--- src/rtl/alu_result_fifo.sv ---
// alu_result_fifo: captures one tagged ALU unit result per cycle into a small
// FIFO and drains it to the consumer over a valid/ready handshake.
//
// Ports:
//   clk, rst                  clock, synchronous active-high reset
//   Arith_Out/Arith_Flag      arithmetic result and its valid flag  (unit 00)
//   Logic_Out/Logic_Flag      logic result and its valid flag       (unit 01)
//   CMP_Out/CMP_Flag          compare result and its valid flag     (unit 10)
//   Shift_Out/Shift_Flag      shift result and its valid flag       (unit 11)
//   Res_Ready                 consumer accepts the head entry
//   Clr_Err                   clears the sticky Overflow/Flag_Err bits
//   Res_Data/Res_Unit         head entry data and unit code
//   Res_Valid                 head entry is valid (FIFO non-empty)
//   Count/Full/Empty          occupancy and its decodes
//   Overflow                  sticky: capture dropped because FIFO was full
//   Flag_Err                  sticky: more than one unit flag in one cycle
module alu_result_fifo #(
   parameter int DATA_W = 16,
   parameter int DEPTH  = 4,
   parameter int PTR_W  = $clog2(DEPTH)
) (
   input  logic              clk,
   input  logic              rst,
   input  logic [DATA_W-1:0] Arith_Out,
   input  logic              Arith_Flag,
   input  logic [DATA_W-1:0] Logic_Out,
   input  logic              Logic_Flag,
   input  logic [DATA_W-1:0] CMP_Out,
   input  logic              CMP_Flag,
   input  logic [DATA_W-1:0] Shift_Out,
   input  logic              Shift_Flag,
   input  logic              Res_Ready,
   input  logic              Clr_Err,
   output logic [DATA_W-1:0] Res_Data,
   output logic [1:0]        Res_Unit,
   output logic              Res_Valid,
   output logic [PTR_W:0]    Count,
   output logic              Full,
   output logic              Empty,
   output logic              Overflow,
   output logic              Flag_Err
);

   logic [DATA_W-1:0] r_mem_data [DEPTH];
   logic [1:0]        r_mem_unit [DEPTH];
   logic [PTR_W-1:0]  r_wr_ptr;
   logic [PTR_W-1:0]  r_rd_ptr;
   logic [PTR_W:0]    r_count;
   logic              r_overflow;
   logic              r_flag_err;

   logic [3:0]        w_flags;
   logic              w_multi;
   logic              w_push_req;
   logic [DATA_W-1:0] w_push_data;
   logic [1:0]        w_push_unit;
   logic              w_full;
   logic              w_empty;
   logic              w_pop;
   logic              w_push;
   logic              w_drop;

   assign w_flags = {Shift_Flag, CMP_Flag, Logic_Flag, Arith_Flag};

   // Clearing the lowest set bit leaves something only if two or more are set.
   assign w_multi    = (w_flags & (w_flags - 4'd1)) != 4'd0;
   assign w_push_req = (w_flags != 4'd0) && !w_multi;

   always_comb begin
      w_push_data = '0;
      w_push_unit = 2'b00;
      case (1'b1)
         Arith_Flag: begin
            w_push_data = Arith_Out;
            w_push_unit = 2'b00;
         end
         Logic_Flag: begin
            w_push_data = Logic_Out;
            w_push_unit = 2'b01;
         end
         CMP_Flag: begin
            w_push_data = CMP_Out;
            w_push_unit = 2'b10;
         end
         Shift_Flag: begin
            w_push_data = Shift_Out;
            w_push_unit = 2'b11;
         end
         default: begin
            w_push_data = '0;
            w_push_unit = 2'b00;
         end
      endcase
   end

   assign w_full  = (r_count == (PTR_W+1)'(DEPTH));
   assign w_empty = (r_count == '0);
   assign w_pop   = !w_empty && Res_Ready;

   // A full FIFO still accepts a push when the head leaves in the same cycle.
   assign w_push = w_push_req && (!w_full || w_pop);
   assign w_drop = w_push_req && w_full && !w_pop;

   always_ff @(posedge clk) begin
      if (rst) begin
         r_wr_ptr   <= '0;
         r_rd_ptr   <= '0;
         r_count    <= '0;
         r_overflow <= 1'b0;
         r_flag_err <= 1'b0;
         for (int i = 0; i < DEPTH; i++) begin
            r_mem_data[i] <= '0;
            r_mem_unit[i] <= 2'b00;
         end
      end else begin
         if (w_push) begin
            r_mem_data[r_wr_ptr] <= w_push_data;
            r_mem_unit[r_wr_ptr] <= w_push_unit;
            r_wr_ptr             <= r_wr_ptr + PTR_W'(1);
         end
         if (w_pop) begin
            r_rd_ptr <= r_rd_ptr + PTR_W'(1);
         end
         if (w_push && !w_pop) begin
            r_count <= r_count + (PTR_W+1)'(1);
         end else if (w_pop && !w_push) begin
            r_count <= r_count - (PTR_W+1)'(1);
         end
         // A new error event in the same cycle as Clr_Err keeps the bit set.
         if (w_drop) begin
            r_overflow <= 1'b1;
         end else if (Clr_Err) begin
            r_overflow <= 1'b0;
         end
         if (w_multi) begin
            r_flag_err <= 1'b1;
         end else if (Clr_Err) begin
            r_flag_err <= 1'b0;
         end
      end
   end

   assign Res_Data  = r_mem_data[r_rd_ptr];
   assign Res_Unit  = r_mem_unit[r_rd_ptr];
   assign Res_Valid = !w_empty;
   assign Count     = r_count;
   assign Full      = w_full;
   assign Empty     = w_empty;
   assign Overflow  = r_overflow;
   assign Flag_Err  = r_flag_err;

endmodule

--- config.mk ---
export PLATFORM = sky130hd
export DESIGN_NAME = alu_result_fifo
export DESIGN_NICKNAME = d
export VERILOG_FILES = /design/src/rtl/alu_result_fifo.sv
export SDC_FILE = /design/constraint.sdc
export NUM_CORES = 1
export LEC_CHECK = 0
export CORE_MARGIN = 3
export CORE_UTILIZATION = 40
export DETAILED_ROUTE_END_ITERATION = 8
export GPL_TIMING_DRIVEN = 0
export PLACE_DENSITY = 0.72
export SLEW_MARGIN = 20
export SYNTH_ARGS = -nofsm -noshare
export SYNTH_HDL_FRONTEND = slang
export SYNTH_SLANG_ARGS = --single-unit
--- constraint.sdc ---
create_clock -name clk -period 2.6 [get_ports clk]
set_input_delay 0.78 -clock clk [delete_from_list [all_inputs] [get_ports clk]]
set_output_delay 0.78 -clock clk [all_outputs]
set_load 0.02 [all_outputs]
### Yosys cells after proc, flatten, opt, wreduce, memory -nomap -nowiden

Memories as Yosys holds them, arrays and structs flattened. A register that Yosys moved wholly into a read port is not among the register bits.
Index checks and enable logic that the tools add are counted.

* memories: 2
* register bits: 9
* bits in writable memories: 72
* output and inout port bits: 26

Memory list
* r_mem_data: depth 4, width 16, rd ports 1, clocked after memory_dff 1, wr ports 4, RTL line 44 `logic [DATA_W-1:0] r_mem_data [DEPTH];`
* r_mem_unit: depth 4, width 2, rd ports 1, clocked after memory_dff 1, wr ports 4, RTL line 45 `logic [1:0] r_mem_unit [DEPTH];`

* multiplexer cells: 28
* reductions and logical operators: 21
* $add $sub $neg: 5
* eq/ne operators: 1
* bitwise operators: 1

Operators by type and width (number)
* 16-bit 2-to-1 mux: 5
* 2-bit 2-to-1 mux: 11
* 16-bit OR reduction: 1
* 1-bit 2-to-1 mux: 10
* 4-bit nonzero test: 2
* 1-bit logical AND: 7
* 3-bit 2-to-1 mux: 2
* 2-bit nonzero test: 3
* 1-bit zero test: 5
* 2-bit by 1-bit adder with 2-bit output (second input constant): 2
* 4-bit bitwise AND: 1
* 4-bit by 1-bit subtractor with 4-bit output (second input constant): 1
* 3-bit by 1-bit adder with 3-bit output (second input constant): 1
* 3-bit equality test (second input constant): 1
* 3-bit zero test: 1
* 3-bit by 1-bit subtractor with 3-bit output (second input constant): 1
* 2-bit OR reduction: 1
* 1-bit logical OR: 1

### Longest topological paths before layout

Gate-level depths: netlist (run 1).

* depth in word-level cells: 11
* depth in mapped cells: 11
* mapped depth without buffers: 9

### Worst setup path before layout (run 1)

Ideal clock, no wire load.

* path type: in2reg
* start: in Arith_Flag
* end: reg r_count[2] (netlist: Count[2])
* library setup time: 0.070 ns
* required time: 2.530 ns
* cell stages on the path: 11
* arrival time: 2.731 ns
* path slack: -0.201 ns
* cells stage by stage: buf_6 nor4b_2 a211o_1 buf_6 and2_1 ha_1 inv_1 fa_1 xor2_1 or3_1 a21oi_1

* longest elaborated chain between the ends: 9

Ends and longest elaborated chain
* start, declared: RTL line 25 `input logic Arith_Flag,`
* 4-bit by 1-bit subtractor with 4-bit output: RTL line 66 `assign w_multi = (w_flags & (w_flags - 4'd1)) != 4'd0;`
* 4-bit bitwise AND: RTL line 66
* 4-bit nonzero test: RTL line 66
* 1-bit zero test: RTL line 67 `assign w_push_req = (w_flags != 4'd0) && !w_multi;`
* 1-bit logical AND *: RTL line 67
* 1-bit logical AND *: RTL line 101 `assign w_push = w_push_req && (!w_full || w_pop);`
* named net w_push: RTL line 60 `logic w_push;`
* 1-bit zero test: RTL line 126 `end else if (w_pop && !w_push) begin`
* 1-bit logical AND: RTL line 126
* 2-bit nonzero test (no line)
* end signal, assigned: RTL line 125 `r_count <= r_count + (PTR_W+1)'(1);`
* end signal, assigned: RTL line 127 `r_count <= r_count - (PTR_W+1)'(1);`
* end, declared: RTL line 48 `logic [PTR_W:0] r_count;`

Mark *: on every way through the listed nets, which the timed path passes. The rest lies on a longest branch.
A chain may end at the register's enable or synchronous reset.

### Worst setup path in the final report (run 1)

* start: in Logic_Flag
* end: reg r_count[2] (netlist: Count[2])

* longest elaborated chain between the ends: 9

Ends and longest elaborated chain
* start, declared: RTL line 27 `input logic Logic_Flag,`
* 4-bit by 1-bit subtractor with 4-bit output: RTL line 66
* 4-bit bitwise AND: RTL line 66
* 4-bit nonzero test: RTL line 66
* 1-bit zero test: RTL line 67
* 1-bit logical AND *: RTL line 67
* 1-bit logical AND *: RTL line 101
* named net w_push: RTL line 60
* 1-bit zero test: RTL line 126
* 1-bit logical AND: RTL line 126
* 2-bit nonzero test (no line)

Marks and branches as above.

==> results.txt, run 1 <==
The run gives 0.4139 as the effective utilization at floorplan. The type of the worst setup path is primary input to flip-flop. Average via count per standard cell: 5.115. Initial antenna violation count: 0.

OpenSTA, run right after detailed placement, puts the worst setup slack at -0.8330 ns. For the worst setup path, the data required time is 2.88 ns. After synthesis, the cell types taking the most area are edfxtp_1 53%, mux4_2 10%, nor2_1 7.4%. The run gives 2954 as the via count of the first global-routing pass. The static leakage was 0.002098 µW; the count of antenna diodes in the layout was 0.

The internal portion of the total power is 2774 µW. The total net switching power is 1174 µW. In this run, synthesis produced a sequential element count of 83.

The first detailed-routing pass ran for 4 iterations. The largest voltage drop on the vdd net was 0.0002764 V. The area growth from synthesis to layout works out to 36.39%. The fraction of registers with async set or reset after synthesis is 0, and the number of placement rows is 36. The count of endpoints failing setup in the final report was 1; the number of clock sinks seen by CTS was 83. The tools report the fraction of the yosys area taken by sequential cells as 0.5862. Dividing total power by cell area gives a power density of 712.3 mW/mm².

Clock-pin slew was measured on the worst setup and hold paths at 0.08 ns. The tools report the post-layout worst setup margin as -0.001352 ns. Most frequently used flop master after synthesis: edfxtp_1. The pin count of the biggest net entering global routing is 19, and the floorplan die width is 106.8 µm. The switching power share of the total came out at 0.2975. The top-area cell type share of the netlist area was 0.5320. In this run the deepest clock path goes through 2 buffers. The filler-free cell count of the finished design came out at 572.

The number of instances in the synthesized netlist is 315, and the actual slew at the worst max-slew pin is 0.6641 ns. At the end of routability-driven placement, the weighted congestion stood at 0.7856. Library cell with the largest summed area after synthesis: edfxtp_1. For the worst-skew pair, the clock arrives at the later sink with an insertion delay of 0.35 ns. The residual antenna-violating net count after detailed routing is 0, and the number of slew-limit violations in the final report is 0. The total clock buffers created by CTS is 9, and the final-layout fill cell count is 839. In this run the cell area of the synthesized design comes to 0.004064 mm². TritonCTS built the clock tree. The overall routed net length is 9506 µm.

Yosys printed 0 warnings. The share of the clock period used by the worst path is 1.001, and the routed length per instance is 16.62 µm. The run gives 0.1695 as the global-route total usage across every layer.

The worst hold path class was flip-flop to flip-flop. The clock period minus worst slack is 2.601 ns. The clock network fraction of design power came out at 0.247. The tools report the placeable core area as 0.009819 mm².

The detailed-placement wirelength estimate was 6784 µm. The first global-routing pass estimated 14930 µm of wire. The y dimension of the die was 106.8 µm. The share of cells above drive strength 1 was 0.2278.

Pin placement for this block handled 98 I/O pins. The maximum level of the CTS H-tree is 3. The worst slew margin relative to its limit is 0.5573, and the number of enable flip-flop cells after synthesis is 72. Clock tree synthesis selected as its root buffer the cell clkbuf_8. The multi-input combinational cell area came out at 0.001516 mm².

The total congestion overflow after global routing was 0. A synthesized cell averages 12.90 µm². Timing would allow up to 384.4 MHz. The number of hold-slack violations in the final timing report came out at 0. The checks that failed: negative setup slack. The maximum net fanout on the critical path works out to 5. The type of origin of the critical path is a primary input. Leaving out fill and tap cells, the most frequent cell in the layout is nor2_1.

The share of total power in combinational logic is 0.341. On the final layout, the worst clock skew is 0.01322 ns. In the layout the commonest cells are 80 x nor2_1, 74 x clkdlybuf4s50_1, 72 x edfxtp_1. The logs give 2.88 ns for the arrival time of the worst setup path and 545 for the number of placed cells counting well taps.

Synthesis instantiated 36 different standard cells from the library. Setup repair after global routing could not meet its margin everywhere. The tools report the count of nets after finishing as 508. Area enclosed by the die boundary: 0.01141 mm².

The sequential cells in the finished layout cover a total of 0.002384 mm². The tools report the critical path capture point type as a flip-flop. Max-cap violations in this run came to 0.

During placement, the flow inserted port buffers numbering 97. The post-synthesis net count was 389; the DRC violation total after the first TritonRoute iteration was 194. The power share of the sequential group was 0.412; the post-route DRC violation count was 0. The number of vias in the routed layout was 2926. The flow ran to the end, but the final reports show violations.
==> per-layer routing <==
layer | up-vias | track usage | part of all wire
met5 | - | 0 | 0
met4 | 0 | 0.04658 | 0.010
met3 | 7 | 0.04214 | 0.077
met2 | 112 | 0.2788 | 0.49
met1 | 1398 | 0.2249 | 0.42
li1 | 1409 | - | -
==> cell usage after synthesis, types with 2 or more instances <==
cell type	count
clkbuf_1	7
inv_1	19
dfxtp_1	11
nand2_1	2
a221o_1	16
nand2b_1	8
mux4_2	18
buf_2	11
buf_6	4
a22oi_1	7
xor2_1	5
a21oi_1	19
o21ai_0	3
edfxtp_1	72
nor2_1	80
buf_1	2
nand4_4	2
a22oi_2	9
or3_1	3
==> logic make-up (layout without fill, tap and decap cells) <==
| group | Yosys count | count (layout) | share of synthesized area |
|---|---|---|---|
| and+or+nand+nor | 103 | 103 | 0.1225 |
| DFF | 83 | 83 | 0.5862 |
| AOI/OAI and AO/OA | 59 | 59 | 0.1173 |
| buffers and inverters | 43 | 167 | 0.05049 |
| muxes | 19 | 19 | 0.1022 |
| xor gates and xnor gates | 5 | 5 | 0.01078 |
| adders and majority gates | 3 | 3 | 0.01047 |
==> power by group through the flow <==
stage,clock (µW),combinational (µW),sequential (µW)
floorplan,0,789,1650
global placement,0,1340,1640
detailed placement,0,1360,1640
CTS,993,1330,1630
global route,1050,1440,1640
finish,977,1350,1630
==> area by class of cell <==
class                   count  share of cell area
flip-flops and latches     83              0.4300
multi-input cells         189              0.2736
repair buffers            109              0.1822
clock buffers              13             0.03657
plain buffers              23             0.03093
well taps                 133             0.03002
inverters                  19             0.01287
clock inverters             3            0.003837
==> timing repair <==
action	in CTS	in global routing
pin swaps	4	3
resized for setup	78	9
endpoints found under the setup margin	93	4
hold buffers	0	0
buffers inserted	9	3
gates cloned	0	0
==> state kept, by name, indices dropped and copies added, names as in the netlist, named ones only <==
name / count
r_mem_unit: 8
r_mem_data: 64
Count: 3
Flag_Err: 1
Overflow: 1
r_wr_ptr: 2
r_rd_ptr: 2
==> per-stage QoR <==
stage	power, µW	instance area (µm²)	hold slack (ns)	utilization	setup TNS (ns)
3_3_place_gp	2980	5219	0.4534	0.5315	-60.05
4_1_cts	3948	5515	0.4806	0.5617	-0.03405
6_report	3948	5543	0.4761	0.5645	-0.001352
5_1_grt	4131	5543	0.5059	0.5645	-0.007089
2_1_floorplan	2443	4081	0.4847	-	-0.07133
3_5_place_dp	3003	5219	0.4671	0.5315	-65.90
==> critical path, cell delays in order <==
cell	delay, ns
dlygate4sd2_1	0.26
nor4b_2	0.31
a211o_1	0.16
buf_6	0.12
and2_4	0.15
ha_4	0.13
inv_2	0.04
fa_2	0.34
xor2_1	0.15
or3_1	0.31
a21oi_1	0.13
==> path summary, 6_finish.rpt <==
kind / startpoint / to / slack (ns) / cells after the start
worst max-delay path: Logic_Flag / Count[2] / -0.001 / 11
worst min-delay path: Flag_Err / Flag_Err / 0.48 / 2
worst max register to register: Count[0] / Count[2] / 0.45 / 8
worst min register to register: Flag_Err / Flag_Err / 0.48 / 2
(Power assumes the default switching activity.)
==> run 2: changes to the inputs <==
--- a/config.mk
+++ b/config.mk
@@ -8,7 +8,6 @@
 export CORE_MARGIN = 3
 export CORE_UTILIZATION = 40
 export DETAILED_ROUTE_END_ITERATION = 8
-export GPL_TIMING_DRIVEN = 0
 export PLACE_DENSITY = 0.72
 export SLEW_MARGIN = 20
 export SYNTH_ARGS = -nofsm -noshare
==> results.txt, run 2 (synthesis gave the netlist of run 1 again) <==
More flip-flops sit in one register than any other, and that register is r_mem_data. The final setup skew was 0.01467 ns; the clock period minus worst slack was 2.534 ns. The run gives 0 as the total congestion overflow after global routing. The average via count per standard cell was 5.186; the count of nets after finishing was 510. The pin count of the biggest net entering global routing was 36. The clock passes through at most 2 buffers.

The logs give 0.03853 for the met3 track demand over resource and 0.36 ns for the later-pin clock latency in the skew report. The number of buffers and inverters on the critical path is 2. The number of vias in the routed layout was 2977. At the pin with the least slew margin, the transition time is 0.6789 ns. Setup repair after global routing left no endpoint under its margin. First-pass GRT wire length: 15640 µm.

The area enclosed by the die boundary came out at 0.01141 mm². The clock net in this run drives a total of 83 sinks. The tightest min-delay check is of the flip-flop to flip-flop type. The global routing stage identified its most utilized layer as met2. Once detail routing completed, the nets flagged for antenna violations numbered 0. The number of hold-repair buffers added at the cts stage came out at 0. In the routed design, unresolved DRC markers number 0.

TritonCTS built the clock tree. Clock tree synthesis inserted a total of 9 buffers. Measured along the y axis, the die boundary spans 106.8 µm. The clock-pin slew on the worst setup and hold paths came out at 0.10 ns.

The library cells used most frequently in the layout, excluding fill and tap cells, are 80 x nor2_1, 74 x clkdlybuf4s50_1, 72 x edfxtp_1. Once detailed placement completed, the half-perimeter wirelength came to 6972 µm. The number of hold-slack violations in the final timing report was 0; the area growth from synthesis to layout was 38.55%. For the number of I/O pins, the log shows 98.

The largest stage delay on the critical path was 0.50 ns. Type of the worst setup path: flip-flop to output pin. Worst slew margin relative to its limit: 0.5453.

For this design the ratio of total power to cell area is 711.3 mW/mm². The maximum net fanout on the critical path was 9; the placeable core area was 0.009819 mm². The count of input and output buffers was 97.

The via count of the first global-routing pass is 3039. Across all hold checks on the routed design, the worst slack comes to 0.4793 ns. The run gives 4 as the length of the first detailed-routing pass in iterations.

The detailed router finished its first iteration with 207 violations. The critical path capture point type is an output pin. Traced cell by cell, the critical path runs through buf_12 > mux4_2 > dlygate4sd2_1. The share of the clock period used by the worst path was 0.9745. Leaving out fill and tap cells, the most frequent cell in the layout is nor2_1. For the maximum level of the CTS H-tree, the log shows 3. The tool flagged a number of max-cap violations equal to 0.

The run gives 0.2435 as the met1 demand-to-capacity share in global routing. The tree is rooted in a clkbuf_8. Summed over all cells, the static leakage comes to 0.002137 µW. The tools report the global-route total usage across every layer as 0.1789.

The tools report the achievable clock frequency as 394.7 MHz. Effective utilization at floorplan: 0.4139. STA classifies the critical path startpoint as a flip-flop. The logs give 0 for the initial antenna violation count and 36 for the number of placement rows.

The run gives 0 as the number of slew-limit violations in the final report. The utilization after layout was 0.5734; the arrival time of the worst setup path was 1.75 ns. The worst-path cell with the longest stage delay was mux4_2.

The congestion estimate from routability-driven global placement came to 0.8071. The share of cells above drive strength 1 was 0.2177. The number of flip-flops in the largest register works out to 64.

The run finished with clean final reports. Setup violations remaining at the end of the flow were counted as 0. VDD sags by at most 0.0003693 V. After detailed routing, the average wire length per cell comes to 17.20 µm.

On the critical path the largest part of the delay comes from multiplexers. Wires add up to 9871 µm. Data on the critical path is required at its endpoint by 1.82 ns.

Met2 track demand over resource: 0.2918. The die is 106.8 µm wide. The count of antenna diodes in the layout is 0.
-- run 2: cell count changes in the layout (fill, tap and decap cells not counted), moves of 4 or more --
| cell | previous run | this run |
|---|---|---|
| clkbuf_1 | 7 | 0 |
| buf_2 | 18 | 1 |
| clkdlybuf4s15_1 | 2 | 6 |
| buf_4 | 11 | 32 |
| buf_6 | 6 | 0 |
| dlygate4sd2_1 | 6 | 13 |
-- run 2: power breakdown --
part	switching [µW]	internal, µW
logic	669	733
clock network	500	460
registers	78.5	1570
total	1250	2760
-- run 2: tightest hold or removal path: stages (launching register included) --
cell and delay, ns:
dfxtp_1 0.32, nand2b_1 0.06, a21oi_1 0.06
-- run 2: metal layers --
metal | vias up | wire [µm]
met2 | 127 | 4848
met5 | - | 0
met1 | 1430 | 4215
met4 | 0 | 118
li1 | 1410 | -
met3 | 10 | 688
-- run 2: layout make-up --
| class | count | area [µm²] |
|---|---|---|
| Multi-Input combinational cell | 189 | 1503 |
| Sequential cell | 83 | 2386 |
| Tap cell | 133 | 166.4 |
| Fill cell | 836 | 4189 |
| Clock buffer | 9 | 123.9 |
| Inverter | 19 | 71.32 |
| Timing Repair Buffer | 134 | 1297 |
| Clock inverter | 7 | 82.58 |
-- run 2: final timing paths --
kind                  start     endpoint  slack [ns]  cells after the start
hold reg to reg    Overflow     Overflow        0.48                      2
setup reg to reg   Count[0]     Count[2]        0.43                      8
hold / removal     Overflow     Overflow        0.48                      2
setup / recovery  flip-flop  Res_Data[2]        0.07                      3
-- run 2: what timing repair did --
action                     4_1_cts  5_1_grt
setup endpoints to repair      106        8
gates cloned                     1        0
pin swaps                        1        1
gates resized for setup         35       10
setup buffers                    3        0
-- run 2: metrics by stage --
stage	power [µW]	worst slack [ns]	setup TNS, ns	instance area (µm²)	std cells
final	4005	0.06629	0	5630	574
after global routing	4193	0.002990	0	5630	574
after CTS	4036	0.002313	0	5630	574
after detailed placement	3086	-0.6333	-54.79	5395	554
after global placement	3062	-0.5219	-45.54	5395	554
after floorplan	2443	-0.07133	-0.07133	4081	315
